--- src/rtl/game_ctrl_fsm.sv ---
// Game-control sequencer for a falling-block puzzle game.
// Steps IDLE -> SPAWN -> FALL -> LOCK -> CLEAR, with pause, a lock delay,
// line/level bookkeeping and a level-scaled gravity timer that emits drop ticks.
module game_ctrl_fsm #(
    parameter int unsigned GRAV_W          = 16,
    parameter int unsigned GRAV_BASE       = 50000,
    parameter int unsigned GRAV_STEP       = 4000,
    parameter int unsigned GRAV_MIN        = 2000,
    parameter int unsigned LOCK_TICKS      = 30,
    parameter int unsigned LEVEL_W         = 4,
    parameter int unsigned LINES_W         = 12,
    parameter int unsigned LINES_PER_LEVEL = 10
) (
    input  logic               in_clk,
    input  logic               in_rst_n,
    input  logic               restart,
    input  logic               start,
    input  logic               pause,
    input  logic               placed,
    input  logic               game_over,
    input  logic               spawn_done,
    input  logic               clear_done,
    input  logic [2:0]         lines_cleared,
    output logic [2:0]         state,
    output logic               spawn_req,
    output logic               clear_req,
    output logic               drop_tick,
    output logic [LEVEL_W-1:0] level,
    output logic [LINES_W-1:0] lines_total
);

    typedef enum logic [2:0] {
        StIdle   = 3'd0,
        StSpawn  = 3'd1,
        StFall   = 3'd2,
        StLock   = 3'd3,
        StClear  = 3'd4,
        StPaused = 3'd5,
        StOver   = 3'd6
    } state_e;

    // Period arithmetic is done wide enough that level*step cannot wrap.
    localparam int unsigned PW     = GRAV_W + LEVEL_W;
    localparam int unsigned LOCK_W = (LOCK_TICKS > 1) ? $clog2(LOCK_TICKS) : 1;
    // Progress may carry a remainder above one level's worth after a big clear.
    localparam int unsigned PROG_W = $clog2(LINES_PER_LEVEL + 8) + 1;

    localparam logic [PW-1:0]     BASE_V    = PW'(GRAV_BASE);
    localparam logic [PW-1:0]     STEP_V    = PW'(GRAV_STEP);
    localparam logic [PW-1:0]     MIN_V     = PW'(GRAV_MIN);
    localparam logic [LOCK_W-1:0] LOCK_LAST = LOCK_W'(LOCK_TICKS - 1);
    localparam logic [PROG_W-1:0] LPL_V     = PROG_W'(LINES_PER_LEVEL);

    state_e              r_state;
    state_e              r_saved;
    logic [GRAV_W-1:0]   r_grav_cnt;
    logic [LOCK_W-1:0]   r_lock_cnt;
    logic [LEVEL_W-1:0]  r_level;
    logic [LINES_W-1:0]  r_lines;
    logic [PROG_W-1:0]   r_progress;
    logic                r_spawn_req;
    logic                r_clear_req;
    logic                r_drop_tick;

    logic [PW-1:0]       w_dec;
    logic [PW-1:0]       w_period;
    logic [PW-1:0]       w_grav_ext;
    logic                w_grav_last;
    logic [LINES_W:0]    w_lines_sum;
    logic [LINES_W-1:0]  w_lines_next;
    logic [PROG_W:0]     w_prog_sum;
    logic [PROG_W-1:0]   w_prog_sat;
    logic                w_level_up;
    logic [PROG_W-1:0]   w_prog_next;
    logic                w_over;
    logic                w_pause_hit;

    // Drop period: base minus level scaling, floored at the minimum without underflow.
    assign w_dec       = PW'(r_level) * STEP_V;
    assign w_period    = ((BASE_V > w_dec) && ((BASE_V - w_dec) > MIN_V)) ?
                         (BASE_V - w_dec) : MIN_V;
    assign w_grav_ext  = PW'(r_grav_cnt);
    // >= rather than == so a mid-fall level-up that shrinks the period still ticks.
    assign w_grav_last = (w_grav_ext >= (w_period - PW'(1)));

    // Saturating line total.
    assign w_lines_sum  = {1'b0, r_lines} + {{(LINES_W - 2){1'b0}}, lines_cleared};
    assign w_lines_next = w_lines_sum[LINES_W] ? '1 : w_lines_sum[LINES_W-1:0];

    // Level progress: at most one level per clear, remainder carried forward.
    assign w_prog_sum  = {1'b0, r_progress} + {{(PROG_W - 2){1'b0}}, lines_cleared};
    assign w_prog_sat  = w_prog_sum[PROG_W] ? '1 : w_prog_sum[PROG_W-1:0];
    assign w_level_up  = (lines_cleared != 3'd0) && (w_prog_sat >= LPL_V);
    assign w_prog_next = w_level_up ? (w_prog_sat - LPL_V) : w_prog_sat;

    // Top-out is only meaningful while a piece is being spawned or is in play.
    assign w_over      = game_over && (((r_state == StSpawn) && spawn_done) ||
                                       (r_state == StFall) || (r_state == StLock));
    assign w_pause_hit = pause && ((r_state == StFall) || (r_state == StLock) ||
                                   (r_state == StPaused));

    // Sequencer, counters and registered outputs.
    always_ff @(posedge in_clk or negedge in_rst_n) begin
        if (!in_rst_n) begin
            r_state     <= StIdle;
            r_saved     <= StFall;
            r_grav_cnt  <= '0;
            r_lock_cnt  <= '0;
            r_level     <= '0;
            r_lines     <= '0;
            r_progress  <= '0;
            r_spawn_req <= 1'b0;
            r_clear_req <= 1'b0;
            r_drop_tick <= 1'b0;
        end else begin
            r_spawn_req <= (r_state == StSpawn);
            r_clear_req <= (r_state == StClear);
            r_drop_tick <= 1'b0;
            if (restart) begin
                r_state    <= StIdle;
                r_grav_cnt <= '0;
                r_lock_cnt <= '0;
                r_level    <= '0;
                r_lines    <= '0;
                r_progress <= '0;
            end else if (w_over) begin
                r_state <= StOver;
            end else if (w_pause_hit) begin
                if (r_state == StPaused) begin
                    r_state <= r_saved;
                end else begin
                    r_saved <= r_state;
                    r_state <= StPaused;
                end
            end else begin
                case (r_state)
                    StIdle: begin
                        r_grav_cnt <= '0;
                        r_lock_cnt <= '0;
                        if (start) begin
                            r_state <= StSpawn;
                        end
                    end
                    StSpawn: begin
                        if (spawn_done) begin
                            r_state    <= StFall;
                            r_grav_cnt <= '0;
                        end
                    end
                    StFall: begin
                        if (placed) begin
                            r_state    <= StLock;
                            r_lock_cnt <= '0;
                        end else if (w_grav_last) begin
                            r_drop_tick <= 1'b1;
                            r_grav_cnt  <= '0;
                        end else begin
                            r_grav_cnt <= r_grav_cnt + GRAV_W'(1);
                        end
                    end
                    StLock: begin
                        if (!placed) begin
                            r_state    <= StFall;
                            r_lock_cnt <= '0;
                        end else if (r_lock_cnt == LOCK_LAST) begin
                            r_state    <= StClear;
                            r_lock_cnt <= '0;
                        end else begin
                            r_lock_cnt <= r_lock_cnt + LOCK_W'(1);
                        end
                    end
                    StClear: begin
                        if (clear_done) begin
                            r_state <= StSpawn;
                            r_lines <= w_lines_next;
                            if (lines_cleared != 3'd0) begin
                                r_progress <= w_prog_next;
                                if (w_level_up && (r_level != '1)) begin
                                    r_level <= r_level + LEVEL_W'(1);
                                end
                            end
                        end
                    end
                    StPaused, StOver: begin
                        r_state <= r_state;
                    end
                    default: begin
                        r_state <= StIdle;
                    end
                endcase
            end
        end
    end

    assign state       = r_state;
    assign spawn_req   = r_spawn_req;
    assign clear_req   = r_clear_req;
    assign drop_tick   = r_drop_tick;
    assign level       = r_level;
    assign lines_total = r_lines;

endmodule

--- config.mk ---
export PLATFORM = sky130hd
export DESIGN_NAME = game_ctrl_fsm
export DESIGN_NICKNAME = d
export VERILOG_FILES = /design/src/rtl/game_ctrl_fsm.sv
export SDC_FILE = /design/constraint.sdc
export NUM_CORES = 1
export LEC_CHECK = 0
export CORE_ASPECT_RATIO = 1.75
export CORE_UTILIZATION = 60
export DETAILED_ROUTE_END_ITERATION = 12
export GPL_TIMING_DRIVEN = 0
export PLACE_DENSITY_LB_ADDON = 0.15
export SLEW_MARGIN = 40
export SYNTH_ARGS = -nofsm -noshare
export SYNTH_HDL_FRONTEND = slang
export SYNTH_SLANG_ARGS = --single-unit
--- constraint.sdc ---
create_clock -name in_clk -period 8.2 [get_ports in_clk]
set_clock_uncertainty 0.2 [all_clocks]
set_input_delay 2.05 -clock in_clk [delete_from_list [all_inputs] [get_ports in_clk]]
set_output_delay 2.05 -clock in_clk [all_outputs]
set_load 0.05 [all_outputs]
==> metrics <==
Crit. End Element register; routed vias 3,959; Hold Slack 0.299 ns; Die ar. 7580 um2; CP Max Fanout 10; syn_nets 560; Avg Cell Area, Syn 8.63 um2; CTS resizes 0; PortBufs 33; Nets 601; top cell type's share of synthesized area 29.5%; Antenna Cells 0; PwrDens 157 nW/um2; layout cells sized above 1 5.51%; hold_buf cts 0; post-synthesis mux area share 2.43%; fraction of the cycle the final worst path needs 81.4%; status finished clean; DRT antenna net count 0; most frequent cell after synthesis dfrtp_1; Setup TNS Final 0 ns; Post-CTS Setup Repair Bufs 0; Primary FF master, synth dfrtp_1; endpoints failing hold 0; fin crit period 6.67 ns; Startpoint Class register; # rows 40; clk_lat worst skew 0.30 ns; synth warn 0; hpwl dp 7.81 mm; number of DRC markers in iteration 0 133; CTS Buf Count 5; Synth area leaders dfrtp_1, ha_1, fa_1; LEAKAGE 2.10 nW; DRC violation count after routing 0; final core occ 71.5%; WP data required 8.19 ns; Die Span Y 114 um; global-route wire length before repair 17.6 mm; Die X-Extent 66.2 um; Max clock buf depth 2; post-route cell area 4940 um2; Compound-Gate Fraction of Synth Area 22.0%; Sink Count 52; core area 6910 um2; Max H-tree Level 2; Adder-Cell Fraction of Synth Area 14.8%; EDFF count, synth 0; num ports 34; overall power 0.775 mW; number of global-route vias before repair 4,018; Starting Density 62.7%; Clock transition at path regs 0.07 ns; number of iterations in the first detailed-routing pass 5; Clock Tree Root clkbuf_16; Fillers 563; fmax 0.150 GHz; largest net degree at the start of global routing 39; Seq cells post-synth 52; routed wire length per instance 16.5 um; Synth Area in Simple Gates 23.6%; xor and xnor area share after synthesis 4.04%; Hold WC Path Type reg2reg; initial antenna violation count 0; post-synth top area cell dfrtp_1; DP Area 4790 um2; largest family of logic cells by synthesized area simple AND/OR/NAND/NOR gates; Mapped Area 4330 um2; vias per cell 6.30; sequential share of the synthesized area 30.1%; total gr overflow 0; Worst slew margin 56.1%; Slew @ Worst Pin 0.658 ns; CTS tree built; Max-cap violations 0; final WL 10.4 mm; Final Slew Violations 0; routability cong. 0.920; synth cell count leaders dfrtp_1, nand2_1, nor2_1; crit path DAT 6.66 ns; Setup CP Type reg2reg; synth unique cells 61; Syn-to-layout area delta 14.0%; total track usage 29.9%; Synth async-reset ratio 100%; RSZ-0062 raised after global routing false; setup violators final 0; Cells after Synth 502; VDD IR max 0.178 mV
[kinds of logic after synthesis]
family / count (synthesis)
mux: 10
buf+inv: 35
compound gates: 136
flops: 52
xor+xnor: 20
fa+ha+maj: 46
simple gates: 203
[cell type report]
| type | count | area, um2 | area share [%] |
|---|---|---|---|
| Buffer | 16 | 60.1 | 1.22 |
| Tap cell | 84 | 105 | 2.13 |
| Clock buffer | 6 | 129 | 2.61 |
| Timing Repair Buffer | 34 | 348 | 7.04 |
| Clock inverter | 2 | 13.8 | 0.279 |
| Multi-Input combinational cell | 415 | 2910 | 58.9 |
| Sequential cell | 52 | 1300 | 26.4 |
| Inverter | 19 | 71.3 | 1.44 |
[flip-flops by register name, summed over array words and instances (netlist names)]
signal / cells
r_progress: 6
level: 4
clear_req: 1
r_lock_cnt: 5
r_saved: 3
r_grav_cnt: 16
drop_tick: 1
spawn_req: 1
state: 3
lines_total: 12
[worst max-delay path, stage by stage, from the launching register on]
cell and delay [ns]:
dfrtp_1 0.55, fa_1 0.73, fa_1 0.45, ha_1 0.41, a21oi_1 0.25, and3_1 0.23
o221ai_2 0.12, xor2_1 0.17, or3_1 0.38, or4b_4 0.59, and3_1 0.20, ha_1 0.27
nor2_1 0.04, a211oi_1 0.37, a41oi_1 0.17, o31a_1 0.33, a41oi_2 0.41, clkbuf_1 0.42
a211oi_1 0.10, a21o_1 0.18
[where the power goes]
group          internal (mW)  switching [mW]  leakage (nW)  total (mW)
sequential             0.278          0.0171         0.718       0.295
clock                  0.114           0.100        0.0712       0.215
combinational         0.0913           0.174          1.31       0.266
[metrics by stage]
stage | std cells | setup slack [ns]
final | 628 | 1.53
after global routing | 628 | 1.27
after CTS | 628 | 1.57
after detailed placement | 620 | 1.60
after global placement | 619 | 1.68
after floorplan | 502 | 2.17
[layer usage]
metal	wire [um]	vias to the layer above	GRT usage (%)
li1	-	1910	-
met1	3960	1936	30.5
met2	5810	87	57.1
met3	284	26	3.98
met4	327	0	14.5
met5	0	-	0
[final timing paths]
kind | start | endpoint | slack (ns) | depth (start not counted)
max in group asynchronous | in_rst_n | r_lock_cnt[3]$_DFFE_PN0P_ | 5.93 | 2
max | level[1]$_DFFE_PN0P_ | r_grav_cnt[5]$_DFFE_PN0P_ | 1.53 | 19
min | r_saved[2]$_DFFE_PN0P_ | r_saved[2]$_DFFE_PN0P_ | 0.30 | 1
min reg2reg | r_saved[2]$_DFFE_PN0P_ | r_saved[2]$_DFFE_PN0P_ | 0.30 | 1
max reg2reg | level[1]$_DFFE_PN0P_ | r_grav_cnt[5]$_DFFE_PN0P_ | 1.53 | 19
min in group asynchronous | in_rst_n | r_lock_cnt[2]$_DFFE_PN0P_ | 1.41 | 1
[placed cells by master (no fill, tap or decap), types with 9 or more instances in the layout]
cell type and instances:
nor3_1 16, a21o_1 16, nand2_1 45, a21oi_1 20, xor2_1 10, nor2_1 45
ha_1 37, fa_1 9, a211oi_1 22, nand3_1 25, and3_1 9, clkdlybuf4s50_1 32
clkbuf_1 16, dfrtp_1 51, nor2b_1 11, inv_1 19, xnor2_1 10, nand2b_1 15
o21ai_0 27
(Power assumes the default switching activity.)
